--- src/rtl/controle_multiciclo_pkg.sv ---
// Shared processor constants: step encodings and opcodes. Both the
// multicycle control unit and the processor datapath import this package.
package controle_multiciclo_pkg;

   // Step register is 3 bits wide so encodings 4-7 exist and are recoverable
   typedef enum logic [2:0] {
      T0 = 3'd0,
      T1 = 3'd1,
      T2 = 3'd2,
      T3 = 3'd3
   } step_t;

   localparam logic [2:0] OP_MV  = 3'b000;
   localparam logic [2:0] OP_MVI = 3'b001;
   localparam logic [2:0] OP_ADD = 3'b010;
   localparam logic [2:0] OP_SUB = 3'b011;

endpackage

--- src/rtl/controle_multiciclo_dec3to8.sv ---
// dec3to8: 3-bit index to one-hot 8 decoder with enable.
// Ports:
//    sel    - register index 0..7
//    en     - when 0 the output is all zeros
//    onehot - bit [sel] set when enabled
module dec3to8 (
   input  logic [2:0] sel,
   input  logic       en,
   output logic [7:0] onehot
);

   always_comb begin
      onehot = '0;
      if (en) onehot[sel] = 1'b1;
   end

endmodule

--- src/rtl/controle_multiciclo.sv ---
// controle_multiciclo: Moore step FSM that sequences the simple multicycle
// processor (mv, mvi, add, sub) and counts completed instructions.
// Ports:
//    Clock, Resetn    - rising-edge clock, asynchronous active-low reset
//    Run              - start request, only looked at in T0
//    IR               - {opcode, XXX dest, YYY src}, decoded in T1..T3 only
//    IRin             - instruction register load (follows Run in T0)
//    Rin, Rout        - one-hot register write / bus-drive enables
//    Ain, Gin, Gout   - A load, G load, G drives bus
//    DINout           - DIN drives bus
//    AddSub           - ALU select, 1 = subtract
//    Done             - instruction finishes this cycle
//    Tstep            - current step number
//    ContaInstrucao   - completed instruction count (wraps)
module controle_multiciclo
   import controle_multiciclo_pkg::*;
(
   input  logic        Clock,
   input  logic        Resetn,
   input  logic        Run,
   input  logic [8:0]  IR,
   output logic        IRin,
   output logic [7:0]  Rin,
   output logic [7:0]  Rout,
   output logic        Ain,
   output logic        Gin,
   output logic        Gout,
   output logic        DINout,
   output logic        AddSub,
   output logic        Done,
   output logic [2:0]  Tstep,
   output logic [15:0] ContaInstrucao
);

   step_t       state, next_state;
   logic [2:0]  op, rx, ry;
   logic        rin_en, rout_en;
   logic [2:0]  rout_sel;
   logic [15:0] conta;

   assign op = IR[8:6];
   assign rx = IR[5:3];
   assign ry = IR[2:0];

   always_ff @(posedge Clock or negedge Resetn) begin
      if (!Resetn) state <= T0;
      else         state <= next_state;
   end

   always_comb begin
      next_state = T0;
      IRin       = 1'b0;
      Ain        = 1'b0;
      Gin        = 1'b0;
      Gout       = 1'b0;
      DINout     = 1'b0;
      AddSub     = 1'b0;
      Done       = 1'b0;
      rin_en     = 1'b0;
      rout_en    = 1'b0;
      rout_sel   = ry;
      case (state)
         T0: begin
            IRin       = Run;
            next_state = Run ? T1 : T0;
         end
         T1: begin
            case (op)
               OP_MV: begin
                  rout_en = 1'b1;
                  rin_en  = 1'b1;
                  Done    = 1'b1;
               end
               OP_MVI: begin
                  DINout = 1'b1;
                  rin_en = 1'b1;
                  Done   = 1'b1;
               end
               OP_ADD, OP_SUB: begin
                  rout_en    = 1'b1;
                  rout_sel   = rx;
                  Ain        = 1'b1;
                  next_state = T2;
               end
               // Illegal opcodes still complete so the count stays honest
               default: Done = 1'b1;
            endcase
         end
         T2: begin
            // A non-arithmetic IR here means IR changed under us; bail to T0
            if (op == OP_ADD || op == OP_SUB) begin
               rout_en    = 1'b1;
               Gin        = 1'b1;
               AddSub     = (op == OP_SUB);
               next_state = T3;
            end
         end
         T3: begin
            if (op == OP_ADD || op == OP_SUB) begin
               Gout   = 1'b1;
               rin_en = 1'b1;
               Done   = 1'b1;
            end
         end
         default: next_state = T0;
      endcase
   end

   // Destination is always XXX; only the bus source alternates between XXX and YYY
   dec3to8 u_dec_rin (
      .sel    (rx),
      .en     (rin_en),
      .onehot (Rin)
   );

   dec3to8 u_dec_rout (
      .sel    (rout_sel),
      .en     (rout_en),
      .onehot (Rout)
   );

   always_ff @(posedge Clock or negedge Resetn) begin
      if (!Resetn)   conta <= '0;
      else if (Done) conta <= conta + 16'd1;
   end

   assign Tstep          = state;
   assign ContaInstrucao = conta;

endmodule
--- config.mk ---
export PLATFORM = sky130hd
export DESIGN_NAME = controle_multiciclo
export DESIGN_NICKNAME = d
export VERILOG_FILES = /design/src/rtl/controle_multiciclo_pkg.sv /design/src/rtl/controle_multiciclo_dec3to8.sv /design/src/rtl/controle_multiciclo.sv
export SDC_FILE = /design/constraint.sdc
export NUM_CORES = 1
export LEC_CHECK = 0
export CORE_MARGIN = 2
export CORE_UTILIZATION = 35
export DETAILED_ROUTE_END_ITERATION = 10
export PLACE_DENSITY = 0.7
export SLEW_MARGIN = 10
export SYNTH_ARGS = -nofsm -noshare
export SYNTH_HDL_FRONTEND = slang
export SYNTH_SLANG_ARGS = --single-unit
--- constraint.sdc ---
create_clock -name Clock -period 2.8 [get_ports Clock]
set_input_delay 0.28 -clock Clock [delete_from_list [all_inputs] [get_ports Clock]]
set_output_delay 0.28 -clock Clock [all_outputs]
set_load 0.01 [all_outputs]
### After elaboration in Yosys (flattened, before gate mapping)

Cells that the tools add are included.

* output and inout port bits: 42
* flip-flop bits (word level): 19
* bits in writable memories: 0
* input port bits: 12
* bits in read-only memories: 0
* memories: 0
* latch bits: 0

* add/sub/neg operators: 1
* muxes and demuxes: 28
* $lt $le $gt $ge: 4
* equal/unequal tests: 6
* bitwise gates (word level): 0
* shifts and indexed selects: 0
* div/mod/pow operators: 0
* multipliers: 0
* reductions and logical operators: 8

Operator list (number)
* adder 16 x 1 -> 16 bit (second input constant): 1
* 2-to-1 mux 1 bit: 16
* 2-to-1 mux 8 bit: 2
* equality test 3 x 2 -> 1 bit (second input constant): 4
* less-than comparator 3 x 4 -> 1 bit (second input constant): 2
* demux 1 bit (select 3 bit): 2
* equality test 3 x 1 -> 1 bit (second input constant): 2
* greater-or-equal comparator 3 x 1 -> 1 bit (second input constant): 2
* logical NOT 3 bit: 2
* 2-to-1 mux 3 bit: 2
* case mux 1 bit (2 select lines): 3
* case mux 2 bit (3 select lines): 1
* 2-to-1 mux 2 bit: 2
* OR reduction 2 bit: 2
* OR reduction 3 bit: 1
* logical AND 1 bit: 2
* logical OR 1 bit: 1

### Logic depth before layout (Yosys ltp)

Gate-level depths: netlist of run 1.

* depth after elaboration: 9
* gate-level depth with buffers: 6
* mapped depth without buffers: 6

### Hierarchy

A second synthesis of run 1 with hierarchy kept.

* cells, all modules: 113
* area, all modules: 1211.2 um2

Modules (own cells, without submodules)
* controle_multiciclo: seq. area each 450.4 um2, instances 1, cells an instance 97, area each 1019.7 um2
* dec3to8 (u_dec_rin): seq. area each 0.0 um2, instances 1, cells an instance 8, area each 96.3 um2
* dec3to8 (u_dec_rout): seq. area each 0.0 um2, instances 1, cells an instance 8, area each 95.1 um2

### Worst setup path before layout of run 1

OpenSTA, ideal clock, no wires.

* path kind: register to output
* start: reg state[1] (netlist: Tstep[1])
* end: out Rout[7]
* cell stages (with the launch flop): 7
* required time: 2520 ps
* path slack: 908 ps
* arrival time: 1612 ps
* path through: dfrtp_1 > inv_1 > ha_1 > nand3b_1 > mux2i_1 > or2_2 > nor2_1

* word-level cells in the longest chain between the ends: 7
* elaborated cells between the ends (all ways): 10

RTL lines
* start: declaration: RTL line controle_multiciclo.sv:35 `step_t state, next_state;`
* start signal: assignment: RTL line controle_multiciclo.sv:47 `else state <= next_state;`
* equality test 3 x 1 -> 1 bit: RTL line controle_multiciclo.sv:62 `case (state)`
* 2-to-1 mux 3 bit: RTL line controle_multiciclo.sv:62
* less-than comparator 3 x 4 -> 1 bit (not written as such) / greater-or-equal comparator 3 x 1 -> 1 bit (equally long branches): RTL line controle_multiciclo_dec3to8.sv:14 `if (en) onehot[sel] = 1'b1;`
* logical AND 1 bit (not written as such): RTL line controle_multiciclo_dec3to8.sv:14
* 2-to-1 mux 1 bit (not written as such): RTL line controle_multiciclo_dec3to8.sv:14
* demux 1 bit (select 3 bit)
* 2-to-1 mux 8 bit (*): RTL line controle_multiciclo_dec3to8.sv:14
* end: declaration: RTL line controle_multiciclo.sv:24 `output logic [7:0] Rout,`

Mark *: on every way between the ends. The rest lies on a longest branch, timed or not.

### Worst setup path in the final report of run 1

* start: reg state[1] (netlist: Tstep[1])
* end: out Rout[2]

The elaborated chain is that of the path after synthesis.

==> impl_metrics.csv, run 1 <==
group,metric,value,unit
run_status,status,"completed",
job,maxCapViolations,0,
setup_path,crit_type,"flip-flop to output port",
synthesis,syn-cell-area,1110,sq um
detailed_routing,first_pass_iters,4,
placement,dp_hpwl,2.14,mm
clock_tree,insertion_delay,0.29,ns
detailed_routing,antenna_left,0,
detailed_routing,route.vias.total,1026,
sta,setup_viol,0,
setup_path,r2r_cells,6,
detailed_routing,wl_met3,227,um
floorplanning,rows,20,
power,power_density,442,nW/um^2
floorplanning,die_w,60.2,um
placement,dp.cells,213,
detailed_routing,vias_per_cell,4.68,
synthesis,synth_most_common_cell,"dfrtp_1",
clock_tree,cts_max_level,1,
setup_path,cp_num_buf_inv,3,
sta,worst_pin_slew,0.769,ns
sta,hold_violations,0,
setup_path,regToRegEndpoint,"ContaInstrucao[6]",
clock_tree,cts_tree,"built",
sta,fin_setup_tns,0,ns
setup_path,crit_arrival,2.40,ns
grt,antenna_found_initial,0,
detailed_routing,drt_iter0_markers,18,
layout,final_core_util,57.3,%
floorplanning,ios,54,
sta,min_period,2.68,ns
min_path,hold_path_class,"input pin to asynchronous set/reset pin",
power,p_seq_share,46.0,%
synthesis,synth_top_area_share,40.7,%
power,leakagePower,0.816,nW
sta,clock_skew,0.00843,ns
clock_tree,cts_buffer_depth,2,
power,finalPower,0.766,mW
setup_path,worstPathRequired,2.52,ns
layout,syn_to_final_growth,56.9,%
synthesis,postSynthAreaPerCell,9.37,sq um
synthesis,yosysWarningCount,0,
setup_path,cp_max_fo,6,
clock_tree,cts.clk_slew.worst_paths,0.10,ns
sta,slew_headroom,48.6,%
synthesis,ys_seq_area_share,40.7,%
synthesis,syn-num-nets,135,
detailed_routing,met2_length,1.31,mm
grt,first_global_vias,930,
sta,drv_slew,0,
power,combPwrFrac,37.7,%
clock_tree,numCtsBuffers,3,
synthesis,ys.flop_type,"dfrtp_1",
clock_tree,numClockSinks,18,
synthesis,synth_top_area_cell,"dfrtp_1",
power,p_sw,0.255,mW
synthesis,ys_types,28,
synthesis,synth_edf_count,0,
synthesis,ys_ff_latch,18,
detailed_routing,top_layer,"met4",
detailed_routing,wl_met1,1.23,mm
floorplanning,initial_core_util,36.5,%
detailed_routing,avgRoutedWirePerCell,12.7,um
floorplanning,die_h,60.2,um
detailed_routing,drc,0,
power,p_int,0.512,mW
setup_path,ff2ff_setup_slack,1.10,ns
placement,gp_congestion,0.846,
grt,overflow,0,
floorplanning,core_area,3030,sq um
setup_path,crit_family,"buffers and inverters",
setup_path,timing.rr.start,"Tstep[1]",
power,ir_drop,0.353,mV
sta,fmax,373,MHz
setup_path,start_kind,"flip-flop",
placement,portBuffers,52,
grt,grt_max_degree,19,
synthesis,synthArstFlopShare,100,%
power,p_clk_share,16.2,%
sta,finalCritPeriodShare,95.8,%
setup_path,path_cells,"inv_1 -> ha_2 -> nand3b_1 -> buf_4 -> mux2i_1 -> nand2_1 -> nor2_1 -> clkdlybuf4s50_1",
grt,grt_pass1_wl,4.25,mm
grt,grt_util_all_layers,15.4,%
setup_path,slowest_delay,0.55,ns
detailed_routing,wirelength,2.79,mm
synthesis,synth_area_leaders,"dfrtp_1 41%, xor2_1 9.5%, ha_1 5.7%",
setup_path,cp_slowest_cell,"clkdlybuf4s50_1",
floorplanning,dieArea,3630,sq um
layout,n_antenna_cell,0,
clock_tree,ctsRootBufferMaster,"clkbuf_4",
layout,nets,194,
setup_path,crit_path_end_kind,"output port",
power,swShare,33.2,%
synthesis,syn_inst,118,
layout,instances_no_fill,219,
synthesis,netlist_top_cells_count,"18 x dfrtp_1, 13 x nor2_1, 12 x nand2_1, 12 x xor2_1",
layout,drive_above_1_share,7.43,%
-- logic make-up after synthesis --
kind of cell               Yosys count  synth area share, %
AOI/OAI and AO/OA                    4                 1.81
DFF                                 18                 40.7
adders and majority gates            5                 5.66
xor gates and xnor gates            15                 11.9
other                                1                0.339
and+or+nand+nor                     62                 31.2
muxes                                6                 5.54
buffers and inverters                7                 2.83
-- state kept, by name (all words and copies together) (netlist names) --
name and cells:
Tstep 2, ContaInstrucao 16
-- per-stage QoR --
step | hold slack [ns] | setup slack, ns | instance area [sq um]
2_1_floorplan | -0.0156 | 0.908 | 1110
3_3_place_gp | 0.456 | 0.263 | 1680
3_5_place_dp | 0.456 | 0.214 | 1680
4_1_cts | 0.468 | 0.0126 | 1700
5_1_grt | 0.502 | -0.0385 | 1740
6_report | 0.429 | 0.116 | 1740
-- worst max path at each step --
stage,start,endpoint,slack (ns),cells past startpoint
final,Tstep[1],Rout[2],0.12,8
after global placement,IR[8],Rout[7],0.26,6
after detailed placement,IR[8],Rout[7],0.21,6
after global routing,Tstep[1],Rout[2],-0.04,8
after CTS,Tstep[1],Rout[7],0.01,7
after floorplan,Tstep[1],Rout[7],0.91,6
-- layer usage --
metal	GRT usage [%]	up-vias
met3	4.11	2
met4	4.76	0
met5	0	-
li1	-	515
met1	20.0	463
met2	24.8	46
-- layout make-up --
type	count	area [sq um]
Multi-Input combinational cell	93	633
Fill cell	297	1290
Sequential cell	18	450
Clock buffer	3	22.5
Timing Repair Buffer	56	556
Tap cell	44	55.1
Inverter	5	18.8
-- repair_timing --
action | 4_1_cts | 5_1_grt
hold buffers | 0 | 0
gates resized for setup | 0 | 5
setup endpoints to repair | 0 | 8
endpoints found under the hold margin | 0 | 0
buffers inserted | 0 | 3
-- placed cells by master, fill, tap and decap left out, types with 3 or more instances in the layout --
cell,Yosys,layout
a21oi_1,3,3
buf_4,1,4
clkbuf_4,0,3
clkdlybuf4s50_1,0,50
dfrtp_1,18,18
ha_1,5,4
inv_1,5,5
mux2i_1,5,4
nand2_1,12,12
nand2b_1,5,4
nor2_1,13,13
nor3_1,5,5
nor3b_1,5,5
nor4_1,4,4
nor4b_1,3,3
xnor2_1,3,3
xor2_1,12,12
-- power by group through the flow --
stage,Clock [mW],Combinational [mW],Sequential [mW]
after floorplan,0,0.114,0.370
after global placement,0,0.277,0.356
after detailed placement,0,0.284,0.358
after CTS,0.129,0.285,0.354
after global routing,0.143,0.314,0.360
final,0.124,0.289,0.353
(Power assumes the default switching activity.)
==> inputs of run 2 (changes only) <==
Settings changed: GPL_ROUTABILITY_DRIVEN set to 0.
==> results of run 2 <==
No change in the layout: final DEF, timing and power equal those of run 1.
==> inputs of run 3 (changes only) <==
Settings changed: RECOVER_POWER set to 50.
==> impl_metrics.csv, run 3 (synthesis gave the netlist of run 1 again) <==
group,metric,value,unit
run_status,status,"completed",
sta,clock_skew,0.00843,ns
floorplanning,ios,54,
sta,worst_pin_slew,0.777,ns
layout,drive_above_1_share,7.43,%
sta,min_period,2.69,ns
floorplanning,dieArea,3630,sq um
clock_tree,cts_buffer_depth,2,
sta,finalCritPeriodShare,96.0,%
clock_tree,cts_tree,"built",
layout,n_antenna_cell,0,
clock_tree,cts.clk_slew.worst_paths,0.10,ns
detailed_routing,wirelength,2.79,mm
clock_tree,numCtsBuffers,3,
sta,layout_setup_ws,0.111,ns
sta,setup_viol,0,
grt,met1_usage,20.0,%
clock_tree,insertion_delay,0.29,ns
detailed_routing,route.vias.total,1026,
setup_path,r2r_cells,6,
power,p_sw,0.255,mW
setup_path,timing.rr.start,"Tstep[1]",
power,p_seq_share,46.1,%
detailed_routing,vias_per_cell,4.68,
grt,grt-busiest-layer,"met2",
sta,fin_setup_tns,0,ns
clock_tree,numClockSinks,18,
floorplanning,initial_core_util,36.5,%
placement,portBuffers,52,
min_path,hold_path_class,"flip-flop to flip-flop",
grt,overflow,0,
setup_path,crit_type,"input pin to output port",
detailed_routing,antenna_left,0,
layout,largest_reg_flops,16,
grt,antenna_found_initial,0,
setup_path,start_kind,"input pin",
detailed_routing,drc,0,
clock_tree,ctsHoldBuffers,0,
sta,whs,0.471,ns
placement,dp_hpwl,2.14,mm
power,ir_drop,0.353,mV
grt,grt_max_degree,19,
clock_tree,cts_max_level,1,
grt,grt.met3_usage,4.11,%
power,combPwrFrac,37.7,%
sta,slew_headroom,48.0,%
min_path,worstHoldStart,"ContaInstrucao[15]",
grt,grt_util_all_layers,15.4,%
setup_path,ff2ff_setup_slack,1.10,ns
setup_path,worstPathRequired,2.52,ns
sta,hold_violations,0,
floorplanning,die_w,60.2,um
floorplanning,rows,20,
setup_path,crit_path_end_kind,"output port",
sta,fmax,372,MHz
layout,syn_to_final_growth,56.9,%
detailed_routing,drt_iter0_markers,18,
layout,nets,194,
min_path,whs_endpoint,"ContaInstrucao[15]",
sta,drv_slew,0,
clock_tree,ctsRootBufferMaster,"clkbuf_4",
floorplanning,die_h,60.2,um
power,swShare,33.3,%
min_path,holdPathStages,1,
power,power_density,441,nW/um^2
job,maxCapViolations,0,
layout,final_cell_mix,"48 x clkdlybuf4s50_1, 18 x dfrtp_1, 13 x nor2_1, 12 x nand2_1, 12 x xor2_1",
setup_path,cp_max_fo,7,
placement,dp_slack,0.214,ns
detailed_routing,avgRoutedWirePerCell,12.7,um
power,p_int,0.511,mW
detailed_routing,first_pass_iters,4,
setup_path,regToRegEndpoint,"ContaInstrucao[6]",
grt,first_global_vias,930,
grt,use_met2,24.8,%
power,p_clk_share,16.2,%
layout,nFillCells,297,
power,leakagePower,0.817,nW
setup_path,crit_arrival,2.41,ns
grt,grt_pass1_wl,4.25,mm
floorplanning,core_area,3030,sq um
layout,layout_commonest_cell,"clkdlybuf4s50_1",
[run 3: repair_timing]
item,4_1_cts,5_1_grt
buffers inserted,0,3
endpoints found under the setup margin,0,8
resized for setup,0,5
[run 3: metrics by stage]
step | power [mW] | util [%] | cell area [sq um] | std cells
finish | 0.766 | 57.3 | 1740 | 219
global route | 0.816 | 57.3 | 1740 | 219
CTS | 0.768 | 56.1 | 1700 | 216
detailed placement | 0.642 | 55.4 | 1680 | 213
global placement | 0.632 | 55.4 | 1680 | 213
floorplan | 0.484 | - | 1110 | 118
[run 3: power groups by stage]
stage | combinational (mW) | clock (mW) | sequential [mW]
3_5_place_dp | 0.284 | 0 | 0.358
5_1_grt | 0.314 | 0.143 | 0.360
4_1_cts | 0.285 | 0.129 | 0.354
6_report | 0.289 | 0.124 | 0.353
2_1_floorplan | 0.114 | 0 | 0.370
3_3_place_gp | 0.277 | 0 | 0.356
[run 3: final cells by class]
type	count	area (sq um)	share of cell area (%)
Timing Repair Buffer	56	556	32.0
Tap cell	44	55.1	3.17
Sequential cell	18	450	26.0
Inverter	5	18.8	1.08
Multi-Input combinational cell	93	633	36.5
Clock buffer	3	22.5	1.30
[run 3: worst max path at each step]
| stage | start | to | slack, ns | cells past startpoint |
|---|---|---|---|---|
| floorplan | Tstep[1] | Rout[7] | 0.91 | 6 |
| detailed placement | IR[8] | Rout[7] | 0.21 | 6 |
| finish | IR[8] | Rout[2] | 0.11 | 7 |
| global placement | IR[8] | Rout[7] | 0.26 | 6 |
| CTS | Tstep[1] | Rout[7] | 0.01 | 7 |
| global route | Tstep[1] | Rout[2] | -0.04 | 8 |
[run 3: layer usage]
metal	vias up	part of all wire [%]
met3	2	8.1
li1	515	-
met1	463	44
met4	0	0.65
met5	-	0
met2	46	47
[run 3: worst max-delay path, stage by stage]
cell,delay (ns)
dlygate4sd3_1,0.63
nand3b_1,0.28
buf_4,0.20
mux2i_1,0.19
nand2_1,0.14
nor2_1,0.14
clkdlybuf4s50_1,0.55
